File: config.mk
export PLATFORM = sky130hd
export DESIGN_NAME = fetch_queue
export DESIGN_NICKNAME = d
export VERILOG_FILES = /design/src/rtl/fetch_queue.sv
export SDC_FILE = /design/constraint.sdc
export NUM_CORES = 1
export LEC_CHECK = 0
export ABC_AREA = 1
export BUFFER_PORTS_ARGS = -buffer_cell sky130_fd_sc_hd__buf_2
export CAP_MARGIN = 40
export CORE_MARGIN = 4
export CORE_UTILIZATION = 30
export DETAILED_ROUTE_END_ITERATION = 8
export GPL_ROUTABILITY_DRIVEN = 0
export MAX_ROUTING_LAYER = met4
export PLACE_DENSITY = 0.58
export SLEW_MARGIN = 20
export SYNTH_ARGS = -nofsm -noshare
export SYNTH_HDL_FRONTEND = slang
export SYNTH_SLANG_ARGS = --single-unit
File: constraint.sdc
create_clock -name clk -period 5.4 [get_ports clk]
set_clock_uncertainty 0.05 [all_clocks]
set_input_delay 1.08 -clock clk [delete_from_list [all_inputs] [get_ports clk]]
set_output_delay 1.08 -clock clk [all_outputs]
set_load 0.01 [all_outputs]
File: src/rtl/fetch_queue.sv
// Instruction fetch queue between fetch and decode: DEPTH-entry FIFO of {pc, instr, except}
// with full flush and delay-slot-preserving flush. Optional same-cycle bypass under FETCHQ_BYPASS_EN.
module fetch_queue #(
   parameter int PC_W    = 32,
   parameter int INSTR_W = 32,
   parameter int EXC_W   = 8,
   parameter int DEPTH   = 4
) (
   input  logic                       clk,
   input  logic                       rst,
   input  logic                       push_valid,
   output logic                       push_ready,
   input  logic [PC_W-1:0]            push_pc,
   input  logic [INSTR_W-1:0]         push_instr,
   input  logic [EXC_W-1:0]           push_except,
   output logic                       pop_valid,
   input  logic                       pop_ready,
   output logic [PC_W-1:0]            pop_pc,
   output logic [INSTR_W-1:0]         pop_instr,
   output logic [EXC_W-1:0]           pop_except,
   input  logic                       flush,
   input  logic                       flush_keep,
   output logic [$clog2(DEPTH):0]     count
);

   localparam int AW  = $clog2(DEPTH);
   localparam int CW  = AW + 1;
   localparam int E_W = PC_W + INSTR_W + EXC_W;

   logic [E_W-1:0] r_mem [DEPTH];
   logic [AW-1:0]  r_rd_ptr, r_wr_ptr;
   logic [CW-1:0]  r_count;

   logic [AW-1:0]  w_rd_ptr_nxt, w_wr_ptr_nxt;
   logic [CW-1:0]  w_count_nxt;
   logic           w_empty, w_full, w_bypass, w_push, w_pop, w_store, w_deq;
   logic [E_W-1:0] w_head;

   assign w_empty = (r_count == {CW{1'b0}});
   assign w_full  = (r_count == CW'(DEPTH));

`ifdef FETCHQ_BYPASS_EN
   assign w_bypass = w_empty & push_valid & ~flush & ~flush_keep & rst;
`else
   assign w_bypass = 1'b0;
`endif

   assign push_ready = ~w_full & ~flush & ~flush_keep & rst;
   assign pop_valid  = ~w_empty | w_bypass;
   assign w_push     = push_valid & push_ready;
   assign w_pop      = pop_valid & pop_ready;
   // A bypassed entry consumed in the same cycle never touches the array.
   assign w_store    = w_push & ~(w_bypass & pop_ready);
   assign w_deq      = w_pop & ~w_empty;

   // Head entry mux: bypass path, stored head, or zeros when nothing is valid.
   always_comb begin
      w_head = {E_W{1'b0}};
      if (w_bypass) begin
         w_head = {push_pc, push_instr, push_except};
      end else if (!w_empty) begin
         w_head = r_mem[r_rd_ptr];
      end else begin
         w_head = {E_W{1'b0}};
      end
   end

   assign pop_pc     = w_head[E_W-1 -: PC_W];
   assign pop_instr  = w_head[EXC_W +: INSTR_W];
   assign pop_except = w_head[EXC_W-1:0];
   assign count      = r_count;

   // Next-state for pointers and occupancy; flush dominates flush_keep.
   always_comb begin
      w_rd_ptr_nxt = r_rd_ptr;
      w_wr_ptr_nxt = r_wr_ptr;
      w_count_nxt  = r_count;
      if (flush) begin
         w_rd_ptr_nxt = {AW{1'b0}};
         w_wr_ptr_nxt = {AW{1'b0}};
         w_count_nxt  = {CW{1'b0}};
      end else if (flush_keep) begin
         if (w_empty) begin
            w_count_nxt = r_count;
         end else if (w_deq) begin
            w_rd_ptr_nxt = r_rd_ptr + AW'(1);
            w_wr_ptr_nxt = r_rd_ptr + AW'(1);
            w_count_nxt  = {CW{1'b0}};
         end else begin
            w_wr_ptr_nxt = r_rd_ptr + AW'(1);
            w_count_nxt  = CW'(1);
         end
      end else begin
         if (w_store) begin
            w_wr_ptr_nxt = r_wr_ptr + AW'(1);
         end else begin
            w_wr_ptr_nxt = r_wr_ptr;
         end
         if (w_deq) begin
            w_rd_ptr_nxt = r_rd_ptr + AW'(1);
         end else begin
            w_rd_ptr_nxt = r_rd_ptr;
         end
         case ({w_store, w_deq})
            2'b10:   w_count_nxt = r_count + CW'(1);
            2'b01:   w_count_nxt = r_count - CW'(1);
            default: w_count_nxt = r_count;
         endcase
      end
   end

   // Pointer and occupancy registers.
   always_ff @(posedge clk or negedge rst) begin
      if (!rst) begin
         r_rd_ptr <= {AW{1'b0}};
         r_wr_ptr <= {AW{1'b0}};
         r_count  <= {CW{1'b0}};
      end else begin
         r_rd_ptr <= w_rd_ptr_nxt;
         r_wr_ptr <= w_wr_ptr_nxt;
         r_count  <= w_count_nxt;
      end
   end

   // Entry storage, intentionally not reset.
   always_ff @(posedge clk) begin
      if (w_store) begin
         r_mem[r_wr_ptr] <= {push_pc, push_instr, push_except};
      end
   end

endmodule

# Word-level counts from Yosys, hierarchy flattened
# Memories as Yosys holds them, arrays and structs flattened.
# Cells that the tools add are included.
# totals
inputBits	78
output_inout_bits	77
n_memories	1
ramBits	288
mem_bits_ro	0
wordCells	43
latch_bits	0
ff_bits	7
# classes
addsub	4
eq_ne	4
muxes	16
div_mod_pow	0
n_shift	0
magnitude_cmp	0
mul	0
n_bitwise	10
n_reduce_logical	5
# mem_list
memory	depth	width	read_ports	rd_ports_with_merged_regs	write_ports	line_no	text
r_mem	4	72	1	0	1	30	logic [E_W-1:0] r_mem [DEPTH];
# ops
cell	count
72-bit two-way mux	1
2-bit two-way mux	8
3-bit two-way mux	3
1-bit AND	6
3-bit one-hot mux with 2 select lines	1
2-bit by 1-bit adder with 2-bit output (second input constant)	2
1-bit inverter	4
2-bit AND reduction	2
4-bit nonzero test	1
3-bit by 1-bit adder with 3-bit output (second input constant)	1
3-bit equality test (second input constant)	1
3-bit zero test	1
1-bit two-way mux	3
3-bit inequality test (second input constant)	1
3-bit nonzero test	1
3-bit by 1-bit subtractor with 3-bit output (second input constant)	1
2-bit by 1-bit equality test with 1-bit output (second input constant)	1
2-bit equality test (second input constant)	1

# Logic depth before layout (Yosys ltp)
# logic_depth
depth_word	10
mapped_depth	11
ltp_nobuf	11

# Worst setup path before layout
# OpenSTA, ideal clock, no wires.
# synth_path
kind	input to register
startpoint	in flush
endpoint	mem r_mem[0][0] in the netlist's numbering (enable)
t_arrival_ps	4522
stages	5
setup_time_ps	503
t_required_ps	4847
path_slack_ps	325
n_path_buf	0
path_cell_list	inv_2 nand2_1 nor2_1 nand3_2 nor2_1
# synth_via
elab_chain_cells	7
# synth_lines
item	line_no	text
start, declared	21	input logic flush,
1-bit inverter	48	assign push_ready = ~w_full & ~flush & ~flush_keep & rst;
1-bit AND (3 in series)	48	
1-bit AND	50	assign w_push = push_valid & push_ready;
1-bit two-way mux	127	if (w_store) begin
1-bit two-way mux (not written as such)	128	r_mem[r_wr_ptr] <= {push_pc, push_instr, push_except};
end, declared	30	
# Every way passes these cells.

# Worst setup path in the final report
# layout_path
startpoint	reg r_rd_ptr[0]
endpoint	out pop_instr[0]
# layout_via
elab_chain_cells	2
# layout_lines
item	line_no	text
start, declared	31	logic [AW-1:0] r_rd_ptr, r_wr_ptr;
start signal, assigned	115	r_rd_ptr <= {AW{1'b0}};
start signal, assigned	119	r_rd_ptr <= w_rd_ptr_nxt;
memory read 4 x 72 bit	n/a	
72-bit two-way mux	61	end else if (!w_empty) begin
end, declared	19	output logic [INSTR_W-1:0] pop_instr,
# Every way passes these cells.

==> flow_summary.yaml <==
power:
  design_power_total_mw: 5.42
  p_per_area_nw_per_um2: 388
  power.ir.vdd_worst_v: 0.000244
  cellLeakagePower_nw: 5.00
outcome:
  run_status: "finished, final reports clean"
layout:
  layout.cells.most_common: "nor2_1"
  nFillCells: 3738
  drive_gt1_share_pct: 20.2
  design.final.nets: 1160
  most-common-layout-cells: "nor2_1, edfxtp_1, buf_2"
  area_growth_pct: 19.2
  final_std_cell_area_no_fill_sq_um: 14000
critical_path:
  r2r-end: "r_mem[1][32]$_DFFE_PP_"
  crit_path_end: "pop_instr[0]"
  rr_worst_depth: 5
  critPathTopFamily: "buffers and inverters"
  r2r_setup_slack_ps: 3110
  critPathLaunch: "r_rd_ptr[0]$_DFFE_PN0P_"
  timing.critical_path.cells: "buf_4, buf_16, nor2_1, nor2_1, o21ai_0, a21oi_1, buf_2"
  critical_path.n_buffers_inverters: 3
  critPathCaptureType: "primary output"
  crit_fanout: 52
  crit_required_ps: 4270
  path_class: "reg -> out"
  critPathMostFrequentCell: "nor2_1"
  max_stage_delay_ps: 790
  worst_path_max_delay_cell: "dfrtp_4"
  worst-endpoint-arrival_ps: 2990
  start_kind: "register"
  critical_path_depth: 7
  reg2reg_from: "count[0]$_DFFE_PN0P_"
drt:
  drt_first_iter_violations: 487
  drt_drc_violations_left: 0
  vias_per_cell: 4.52
  via_count: 7315
  routedWlPerCell_um: 16.6
  drt_pass1_iterations: 5
  drt.antenna.violating_nets: 0
  postRouteWirelength_um: 26900
sta:
  rsz0062_at_grt: "no"
  fin_worst_hold_slack_ps: 316
  worst_slew_margin_rel_pct: 51.9
  tns_ps: 0
  timing_hold_violations_final: 0
  timing.final.max_slew_violations: 0
  timing_worst_slew_pin_value_ps: 722
  fin_crit_ps: 4120
  achievable-frequency_mhz: 242
  period_utilisation_layout_pct: 76.4
  setup_viol: 0
clock_network:
  cts_tree: "yes"
  clock_tree.buffer_depth: 3
  htreeDepth: 1
  clock_tree.root_cell: "clkbuf_16"
  cts_inserted_buffers: 31
  worstSkewPairLatency_ps: 550
  tritoncts_sinks: 295
  post_cts_resize_count: 0
  post-cts-setup-buffers: 0
  post_cts_hold_buffer_count: 0
  path_clk_slew_ps: 60
synth:
  number_of_flops_mapped_to_enable_cells_by_yosys: 288
  number_of_unique_standard_cell_types_used_by_synthesis: 27
  synth.cell_area_sq_um: 11700
  yosys_warnings: 0
  syn_avg_cell_area_sq_um: 12.6
  synthArstFlopShare_pct: 2.37
  syn-num-nets: 1011
  synth_register_bits: 295
  yosys_most_used_dff: "edfxtp_1"
  synth.yosys.seq_area_share_pct: 75.3
  cell_count_after_synthesis: 927
global_routing:
  antenna_found_initial: 5
  gr-usage-met2_pct: 21.1
  groute.layer.met3.usage_pct: 3.37
  first_global_vias: 7257
  grt.overflow.total: 0
  grt_util_met1_pct: 15.8
  grt.busiest_layer: "met2"
  grt_start_max_net_pins: 91
  groute.usage.overall_pct: 12.7
  wire_length_of_the_first_global_routing_pass_um: 40900
placement:
  post-dp-hpwl_um: 15400
  placed_instance_area_sq_um: 13000
  io_buffer_count: 154
flow_run:
  maxCapViolCount: 0
floorplanning:
  die_area_sq_um: 42300
  die-height_um: 206
  num_rows: 72
  num_io_pins: 155
  die_x_um: 206
  initial_utilization_pct: 30.3
  core_sq_um: 38600
min_path:
  worst_hold_path_type: "in -> async"
sequential cells by signal, indices dropped and copies added (netlist names):
| register | cells |
|---|---|
| r_rd_ptr | 2 |
| r_wr_ptr | 2 |
| count | 3 |
| r_mem | 288 |
layout make-up:
type	count	area (sq um)	area share, %
antenna	5	12.5	0.0895
clock buffer	39	806	5.77
inverter	17	67.6	0.483
timing repair buffer	171	971	6.95
clock inverter	15	125	0.895
multi-input combinational	560	2510	18.0
tap	518	648	4.64
sequential	295	8830	63.2
metrics by stage:
stage          instances  setup WS (ps)  util, %
2_1_floorplan        927            325        -
3_3_place_gp        1558           1660     33.5
3_5_place_dp        1560           1750     33.7
4_1_cts             1614           1140     36.1
5_1_grt             1620           1050     36.2
6_report            1620           1280     36.2
worst reg2reg max path: stages, from the launching register on:
cell and delay (ps):
dfrtp_1 450, inv_1 120, nand3_1 120, nand3_2 250
nor2_4 480, buf_12 430
cells by family (layout without fill, tap and decap cells):
family	Yosys count	count (layout)	share of synthesized area, %
simple gates	330	330	10.8
compound gates	223	223	9.53
xor+xnor	1	1	0.0747
fa+ha+maj	6	6	0.704
flops	295	295	75.3
other cells	0	5	0
buf+inv	72	242	3.61
synthesized netlist by cell type (all sizes together), types with 5 or more instances:
cell type | count | area share [%]
o21ai | 148 | 6.3
a21oi | 74 | 3.2
ha | 5 | 0.53
edfxtp | 288 | 74
buf | 41 | 2.4
nand3 | 7 | 0.34
inv | 17 | 0.54
clkbuf | 14 | 0.64
dfrtp | 7 | 1.5
nor2 | 295 | 9.4
nand2 | 23 | 0.74
how the worst min path moves through the flow:
stage,to,cells after the start,startpoint
after floorplan,r_wr_ptr[1]$_DFFE_PN0P_,2,r_wr_ptr[1]$_DFFE_PN0P_
after global placement,r_wr_ptr[1]$_DFFE_PN0P_,2,r_wr_ptr[1]$_DFFE_PN0P_
after detailed placement,r_wr_ptr[1]$_DFFE_PN0P_,2,r_wr_ptr[1]$_DFFE_PN0P_
after CTS,count[1]$_DFFE_PN0P_,1,rst
after global routing,count[1]$_DFFE_PN0P_,1,rst
final,count[1]$_DFFE_PN0P_,1,rst
layer usage:
metal	wire length (um)	part of all wire, %	vias up
met5	0	0	-
met4	469	1.7	0
met3	1790	6.6	37
met2	12900	48	181
met1	11800	44	3525
li1	-	-	3572
power by group:
part	switching (mW)	internal, mW
clock	0.823	1.14
sequential	0.0444	2.56
combinational	0.572	0.289
total	1.44	3.98
Power figures use the tool's default switching activity.
